### src/rtl/ray_dispatcher.sv
// Raster-scanning ray source: issues one ray per cycle to the lowest-index idle ray unit.
// Optional RAY_DISPATCH_STATS_EN adds frameCycles/stallCycles counters.
module ray_dispatcher #(
  parameter int unsigned POSITION_WIDTH = 16,
  parameter int unsigned ADDRESS_WIDTH  = 32,
  parameter int unsigned NUM_UNITS      = 4,
  parameter int unsigned IMG_W          = 320,
  parameter int unsigned IMG_H          = 240,
  parameter int unsigned PIXEL_BYTES    = 4
) (
  input  logic                                    clock,
  input  logic                                    reset,
  input  logic                                    frameStart,
  output logic                                    frameBusy,
  output logic                                    frameDone,
  input  logic [3*POSITION_WIDTH-1:0]             camQ,
  input  logic [3*POSITION_WIDTH-1:0]             dirCorner,
  input  logic [3*POSITION_WIDTH-1:0]             dirDx,
  input  logic [3*POSITION_WIDTH-1:0]             dirDy,
  input  logic [ADDRESS_WIDTH-1:0]                frameBase,
  output logic                                    unitFlush,
  output logic [NUM_UNITS-1:0]                    unitStart,
  input  logic [NUM_UNITS-1:0]                    unitBusy,
  output logic [NUM_UNITS*3*POSITION_WIDTH-1:0]   unitRayQ,
  output logic [NUM_UNITS*3*POSITION_WIDTH-1:0]   unitRayV,
  output logic [NUM_UNITS*ADDRESS_WIDTH-1:0]      unitPixelAddr
`ifdef RAY_DISPATCH_STATS_EN
  ,
  output logic [31:0]                             frameCycles,
  output logic [31:0]                             stallCycles
`endif
);

  localparam int unsigned VW = 3 * POSITION_WIDTH;
  localparam int unsigned XW = (IMG_W > 1) ? $clog2(IMG_W) : 1;
  localparam int unsigned YW = (IMG_H > 1) ? $clog2(IMG_H) : 1;

  typedef enum logic [1:0] {
    IDLE,
    SCAN,
    DRAIN,
    DONE
  } state_t;

  state_t                   state;
  logic [XW-1:0]            x;
  logic [YW-1:0]            y;
  logic [VW-1:0]            cam_q;
  logic [VW-1:0]            dir_dx;
  logic [VW-1:0]            dir_dy;
  logic [VW-1:0]            v_row;
  logic [VW-1:0]            v_pix;
  logic [ADDRESS_WIDTH-1:0] addr;

  logic [NUM_UNITS-1:0]     free;
  logic [NUM_UNITS-1:0]     pick;
  logic                     found;
  logic                     row_end;
  logic                     last_pixel;

  // Component-wise add; each lane wraps independently.
  function automatic logic [VW-1:0] vec_add(input logic [VW-1:0] a, input logic [VW-1:0] b);
    logic [VW-1:0] r;
    r = '0;
    for (int unsigned c = 0; c < 3; c++) begin
      r[c*POSITION_WIDTH +: POSITION_WIDTH] =
        a[c*POSITION_WIDTH +: POSITION_WIDTH] + b[c*POSITION_WIDTH +: POSITION_WIDTH];
    end
    return r;
  endfunction

  // A unit whose start is still asserted has not yet raised busy, so it is not free.
  always_comb begin
    free  = ~unitBusy & ~unitStart;
    pick  = '0;
    found = 1'b0;
    for (int unsigned i = 0; i < NUM_UNITS; i++) begin
      if (free[i] && !found) begin
        pick[i] = 1'b1;
        found   = 1'b1;
      end
    end
  end

  assign row_end    = (x == XW'(IMG_W - 1));
  assign last_pixel = row_end && (y == YW'(IMG_H - 1));

  always_ff @(posedge clock) begin
    if (reset) begin
      state         <= IDLE;
      frameBusy     <= 1'b0;
      frameDone     <= 1'b0;
      unitFlush     <= 1'b0;
      unitStart     <= '0;
      unitRayQ      <= '0;
      unitRayV      <= '0;
      unitPixelAddr <= '0;
      x             <= '0;
      y             <= '0;
      cam_q         <= '0;
      dir_dx        <= '0;
      dir_dy        <= '0;
      v_row         <= '0;
      v_pix         <= '0;
      addr          <= '0;
    end else begin
      unitFlush <= 1'b0;
      unitStart <= '0;
      frameDone <= 1'b0;
      case (state)
        IDLE: begin
          if (frameStart) begin
            cam_q     <= camQ;
            dir_dx    <= dirDx;
            dir_dy    <= dirDy;
            v_row     <= dirCorner;
            v_pix     <= dirCorner;
            addr      <= frameBase;
            x         <= '0;
            y         <= '0;
            unitFlush <= 1'b1;
            frameBusy <= 1'b1;
            state     <= SCAN;
          end
        end
        SCAN: begin
          if (found) begin
            unitStart <= pick;
            for (int unsigned i = 0; i < NUM_UNITS; i++) begin
              if (pick[i]) begin
                unitRayQ[i*VW +: VW]                        <= cam_q;
                unitRayV[i*VW +: VW]                        <= v_pix;
                unitPixelAddr[i*ADDRESS_WIDTH +: ADDRESS_WIDTH] <= addr;
              end
            end
            addr <= addr + ADDRESS_WIDTH'(PIXEL_BYTES);
            if (row_end) begin
              x     <= '0;
              y     <= y + YW'(1);
              v_row <= vec_add(v_row, dir_dy);
              v_pix <= vec_add(v_row, dir_dy);
            end else begin
              x     <= x + XW'(1);
              v_pix <= vec_add(v_pix, dir_dx);
            end
            if (last_pixel) state <= DRAIN;
          end
        end
        DRAIN: begin
          // The last start pulse is still visible on entry, covering the busy-rise delay.
          if (unitStart == '0 && unitBusy == '0) begin
            frameDone <= 1'b1;
            frameBusy <= 1'b0;
            state     <= DONE;
          end
        end
        DONE: begin
          state <= IDLE;
        end
        default: begin
          state <= IDLE;
        end
      endcase
    end
  end

`ifdef RAY_DISPATCH_STATS_EN
  always_ff @(posedge clock) begin
    if (reset) begin
      frameCycles <= '0;
      stallCycles <= '0;
    end else if (state == IDLE && frameStart) begin
      frameCycles <= '0;
      stallCycles <= '0;
    end else begin
      if ((state == SCAN || state == DRAIN) && frameCycles != '1)
        frameCycles <= frameCycles + 32'd1;
      if (state == SCAN && !found && stallCycles != '1)
        stallCycles <= stallCycles + 32'd1;
    end
  end
`endif

endmodule

### config.mk
export PLATFORM = sky130hd
export DESIGN_NAME = ray_dispatcher
export DESIGN_NICKNAME = d
export VERILOG_FILES = /design/src/rtl/ray_dispatcher.sv
export SDC_FILE = /design/constraint.sdc
export NUM_CORES = 2
export LEC_CHECK = 0
export ABC_AREA = 1
export ABC_CLOCK_PERIOD_IN_PS = 2000
export CORE_UTILIZATION = 30
export CTS_CLUSTER_DIAMETER = 50
export DETAILED_ROUTE_END_ITERATION = 7
export PLACE_DENSITY = 0.61
export SLEW_MARGIN = 25
export SYNTH_ARGS = -nofsm -noshare
export SYNTH_HDL_FRONTEND = slang
export SYNTH_SLANG_ARGS = --single-unit
### constraint.sdc
create_clock -name clock -period 2 [get_ports clock]
set_input_delay 0.4 -clock clock [delete_from_list [all_inputs] [get_ports clock]]
set_output_delay 0.4 -clock clock [all_outputs]
set_load 0.02 [all_outputs]
---- Word level (Yosys, flattened, before mapping) ----
Cells that the tools add are included.
operators by class
  reduce and logical (&&, ||, !) cells .... 25
  bitwise gates (word level) .............. 7
  equality and inequality tests ........... 10
  add/subtract/negate cells ............... 9
  multiplexer cells ....................... 35
operators with widths
  kind                     count
  $mux W48                 5
  $pmux W48 S2             2
  $add A16 B16 Y16         6
  $mux W32                 2
  $pmux W32 S2             1
  $add A32 B3 Y32 const B  1
  $mux W9                  3
  $mux W8                  3
  $pmux W9 S2              1
  $reduce_and A3 Y1        6
  $pmux W8 S2              1
  $mux W1                  11
  $ne A2 B2 Y1 const B     5
  $add A9 B1 Y9 const B    1
  $eq A9 B9 Y1 const B     1
  $add A8 B1 Y8 const B    1
  $eq A8 B8 Y1 const B     1
  $logic_not A4 Y1         2
  $mux W2                  4
  $not A4 Y4               2
  $pmux W2 S4              1
  $reduce_and A4 Y1        2
  $logic_and A1 B1 Y1      5
  $and A4 B4 Y4            1
  other kinds (10)         18
storage, ports and cells
  bits of input ports ..................... 231
  output and inout port bits .............. 519
  bits in registers ....................... 810
  word-level logic and storage cells ...... 111

---- Logic depth before layout (Yosys ltp) ----
  word-level depth ........................ 14
  gate-level depth with buffers ........... 14

---- Worst setup path after synthesis ----
Ideal clock, no wire load.
  path type ............................... flip-flop to flip-flop
  start ................................... register v_pix[0]
  end ..................................... register v_pix[6]
  slack ................................... 0.133 ns
  library setup time ...................... 0.112 ns
  clock period less this slack ............ 1.867 ns
  stages on the path, launching flop included .. 12
  path buffers ............................ 0
  data arrival time ....................... 1.755 ns
  path through ............................ dfxtp_1 > ha_1 > fa_1 > nand3_1 > nand3_1 > nand2_1 > nand2_1 > or2_2 > nand3_1 > nand3_1 > nand2_1 > nand2_1
on the way
  longest elaborated chain between the ends .. 4
ends and longest elaborated chain
  what                      line  text
  start: declaration        52    logic [VW-1:0] v_pix;
  start signal: assignment  117   v_pix <= dirCorner;
  start signal: assignment  141   v_pix <= vec_add(v_row, dir_dy);
  start signal: assignment  144   v_pix <= vec_add(v_pix, dir_dx);
  $add A16 B16 Y16          67    a[c*POSITION_WIDTH +: POSITION_WIDTH] + b[c*POSITION_WIDTH +: POSITION_WIDTH];
  $mux W48                  137   if (row_end) begin
  $mux W48                  127   if (found) begin
  $pmux W48 S2              110   case (state)
No other way between the ends. The select of a mux whose other input is x is not followed.
A chain may end at the register's enable or synchronous reset.

---- Final worst setup path ----
  start ................................... register unitStart[1]
  end ..................................... output unitStart[1]
RTL lines
  what                      line  text
  start: declaration        22    output logic [NUM_UNITS-1:0] unitStart,
  start signal: assignment  128   unitStart <= pick;
No word-level cell between the ends.

==> results.toml <==
[yosys]
synthCells = 4431
synth_cell_types = 46
synth_edf_count = 0
yosys.area.top_type = "dfxtp_1"
synth_most_common_cell = "dfxtp_1"
synth_common_cells = "dfxtp_1, o21ai_0, a21oi_1, nand2_1, inv_1"
syn_nets = 4765
synth_top_cell_area_share = 0.476
yosysSeqAreaShare = 0.476
synthFlopType = "dfxtp_1"
synth.area.top_cells = "dfxtp_1, o21ai_0, a21oi_1, nand2_1, inv_1"
ys_warn_count = 0
synth-async-reset-ratio = 0
ys_seq_elements = 810
syn_avg_cell_area_sq_um = 7.69
synthesis.area_sq_mm = 0.0341

[status]
outcome = "finished, final reports clean"

[setup_path]
arrival_ns = 1.56
crit_chain = "buf_4 -> clkdlybuf4s15_1"
max_stage_delay_ns = 0.36
crit_family = "buffers and inverters"
crit_type = "register to output pin"
cp.buffers_inverters = 2
crit_slowest_cell = "dfxtp_1"
startpoint_type = "register"
cp_max_fo = 2
end_kind = "output pin"
crit_required_ns = 1.60

[sta]
finClkSkew_ns = 0.0315
setup_ws_ns = 0.0356
final-max-slew-violation-count = 0
rsz0062_at_grt = "true"
min_period_over_period = 0.982
slew_headroom = 0.592
max_freq_mhz = 509
hold_violations = 0
worst_pin_slew_ns = 0.612
finalWorstPathRequiredPeriod_ns = 1.96
tns_ns = 0
setup_viol = 0

[job]
drv_cap = 0

[floorplanning]
fp.dieH_microns = 339
io_pins = 750
dieArea_sq_mm = 0.115
std_cell_rows = 123
die_w_microns = 339
initial_core_util = 0.303
core-area_sq_mm = 0.112

[hold_path]
hp-class = "primary input to register"

[grt]
grt_pass1_wl_mm = 211
gr-usage-met1 = 0.333
grt_pass1_vias = 31500
grt_use_met3 = 0.0499
grt_usage = 0.243
busiest_layer = "met2"
grt_max_degree = 82
grt_use_met2 = 0.367
antenna_found_initial = 26
global_route.overflow_total = 0

[drt]
wl_mm = 146
post_drt_via_cell_ratio = 4.96
wl_per_cell_microns = 21.1
drc = 0
ant_nets = 0
vias = 34200
drt_iter0_drc = 2766
first_pass_iters = 6

[placement]
place_ws_ns = -0.385
placed_cell_area_sq_mm = 0.0451
port_buffers = 749
dpl.hpwl_mm = 112
globalplace.congestion = 0.938

[power_and_ir_drop]
ir_drop_mv = 0.792
p_per_area_mw_per_mm2 = 1360
power_leakage_uw = 0.0223
finalPower_uw = 66800

[layout]
syn2layout_area_growth_pct = 43.9
final_nets = 5642
multi_input_area_sq_mm = 0.0157
seqCellArea_sq_mm = 0.0162
drive_gt1_frac = 0.121
fillCellCount = 11400
design_area_sq_mm = 0.0490

[cts]
cts_tree = "yes"
clock_path_buffers = 3
cts_root_buf = "clkbuf_16"
cts_sinks = 810
numCtsBuffers = 106
clk_latency_ns = 0.71
path_clk_slew_ns = 0.06
htree_levels = 3
## registers in the layout, summed over array words and instances, names as in the netlist
signal	flops
unitFlush	1
x	9
v_row	48
cam_q	48
v_pix	48
dir_dy	48
frameDone	1
addr	32
unitRayV	192
y	8
unitStart	4
unitPixelAddr	128
unitRayQ	192
dir_dx	48
frameBusy	1
state	2
## per-stage QoR
step	utilization	std cells	hold WS [ns]
after floorplan	-	4431	0.436
after global placement	0.401	6689	0.429
after detailed placement	0.401	6689	0.433
after CTS	0.428	6884	0.205
after global routing	0.436	6905	0.256
final	0.436	6907	0.254
## timing repair
action | 4_1_cts | 5_1_grt
endpoints found under the setup margin | 537 | 138
hold buffers | 0 | 0
cloned | 0 | 4
buffers inserted | 0 | 7
resized for setup | 554 | 161
pin swaps | 5 | 26
## layout make-up
class | instances | share of cell area
Timing Repair Buffer | 1031 | 0.200
Multi-Input combinational cell | 2909 | 0.320
Clock buffer | 135 | 0.0594
Clock inverter | 60 | 0.0149
Inverter | 450 | 0.0349
Antenna cell | 12 | 0.000613
Tap cell | 1500 | 0.0383
Sequential cell | 810 | 0.331
## tightest hold or removal path, stage by stage
cell and delay (ns):
clkdlybuf4s50_1 0.39, nand2_1 0.06, o21ai_0 0.06
## power by group
group          internal, uW  total, uW  switching [uW]
registers             19400      21900            2550
logic                  9510      25400           15900
clock network         11300      19400            8090
## cells by family (layout without fill, tap and decap cells)
family / after synthesis / after routing / share of synthesized area
other cells: 0 / 12 / 0
xor+xnor: 43 / 43 / 0.0111
compound gates: 1507 / 1507 / 0.236
flops: 810 / 810 / 0.476
simple gates: 1255 / 1255 / 0.154
fa+ha+maj: 103 / 103 / 0.0392
mux: 1 / 1 / 0.000294
buf+inv: 712 / 1676 / 0.0833
## per-layer routing
metal | share of wire | vias to the layer above
li1 | - | 16700
met1 | 0.45 | 16000
met2 | 0.43 | 1231
met3 | 0.073 | 266
met4 | 0.040 | 14
met5 | 0.00062 | -
## layout by cell type (no fill, tap or decap), drive strengths merged, types with 5 or more instances in the layout
cell,synthesis,final
dlygate4sd2,0,507
nor2,370,370
nand2,588,588
nand4,27,27
clkdlybuf4s50,0,229
fa,6,6
nand3b,12,12
buf,103,281
o21a,7,7
ha,97,97
and2,5,5
xnor2,21,21
a21oi,647,647
clkbuf,159,140
o21bai,11,11
a211oi,6,6
o211ai,27,27
clkinv,1,29
or2,9,9
dfxtp,810,810
nand3,216,216
a22o,96,96
diode,0,12
clkdlybuf4s15,0,9
inv,449,467
bufinv,0,6
o21ai,701,701
xor2,22,22
clkinvlp,0,8
nor3,24,24
o22ai,7,7
## path summary, 6_finish.rpt
kind                     start           end  slack (ns)  cells after the start
hold reg to reg   unitRayQ[77]  unitRayQ[77]        0.44                      2
hold / removal        camQ[37]     cam_q[37]        0.25                      3
setup / recovery  unitStart[1]  unitStart[1]        0.04                      2
setup reg to reg     v_row[32]     v_pix[36]        0.06                      9
(Power assumes the default switching activity.)
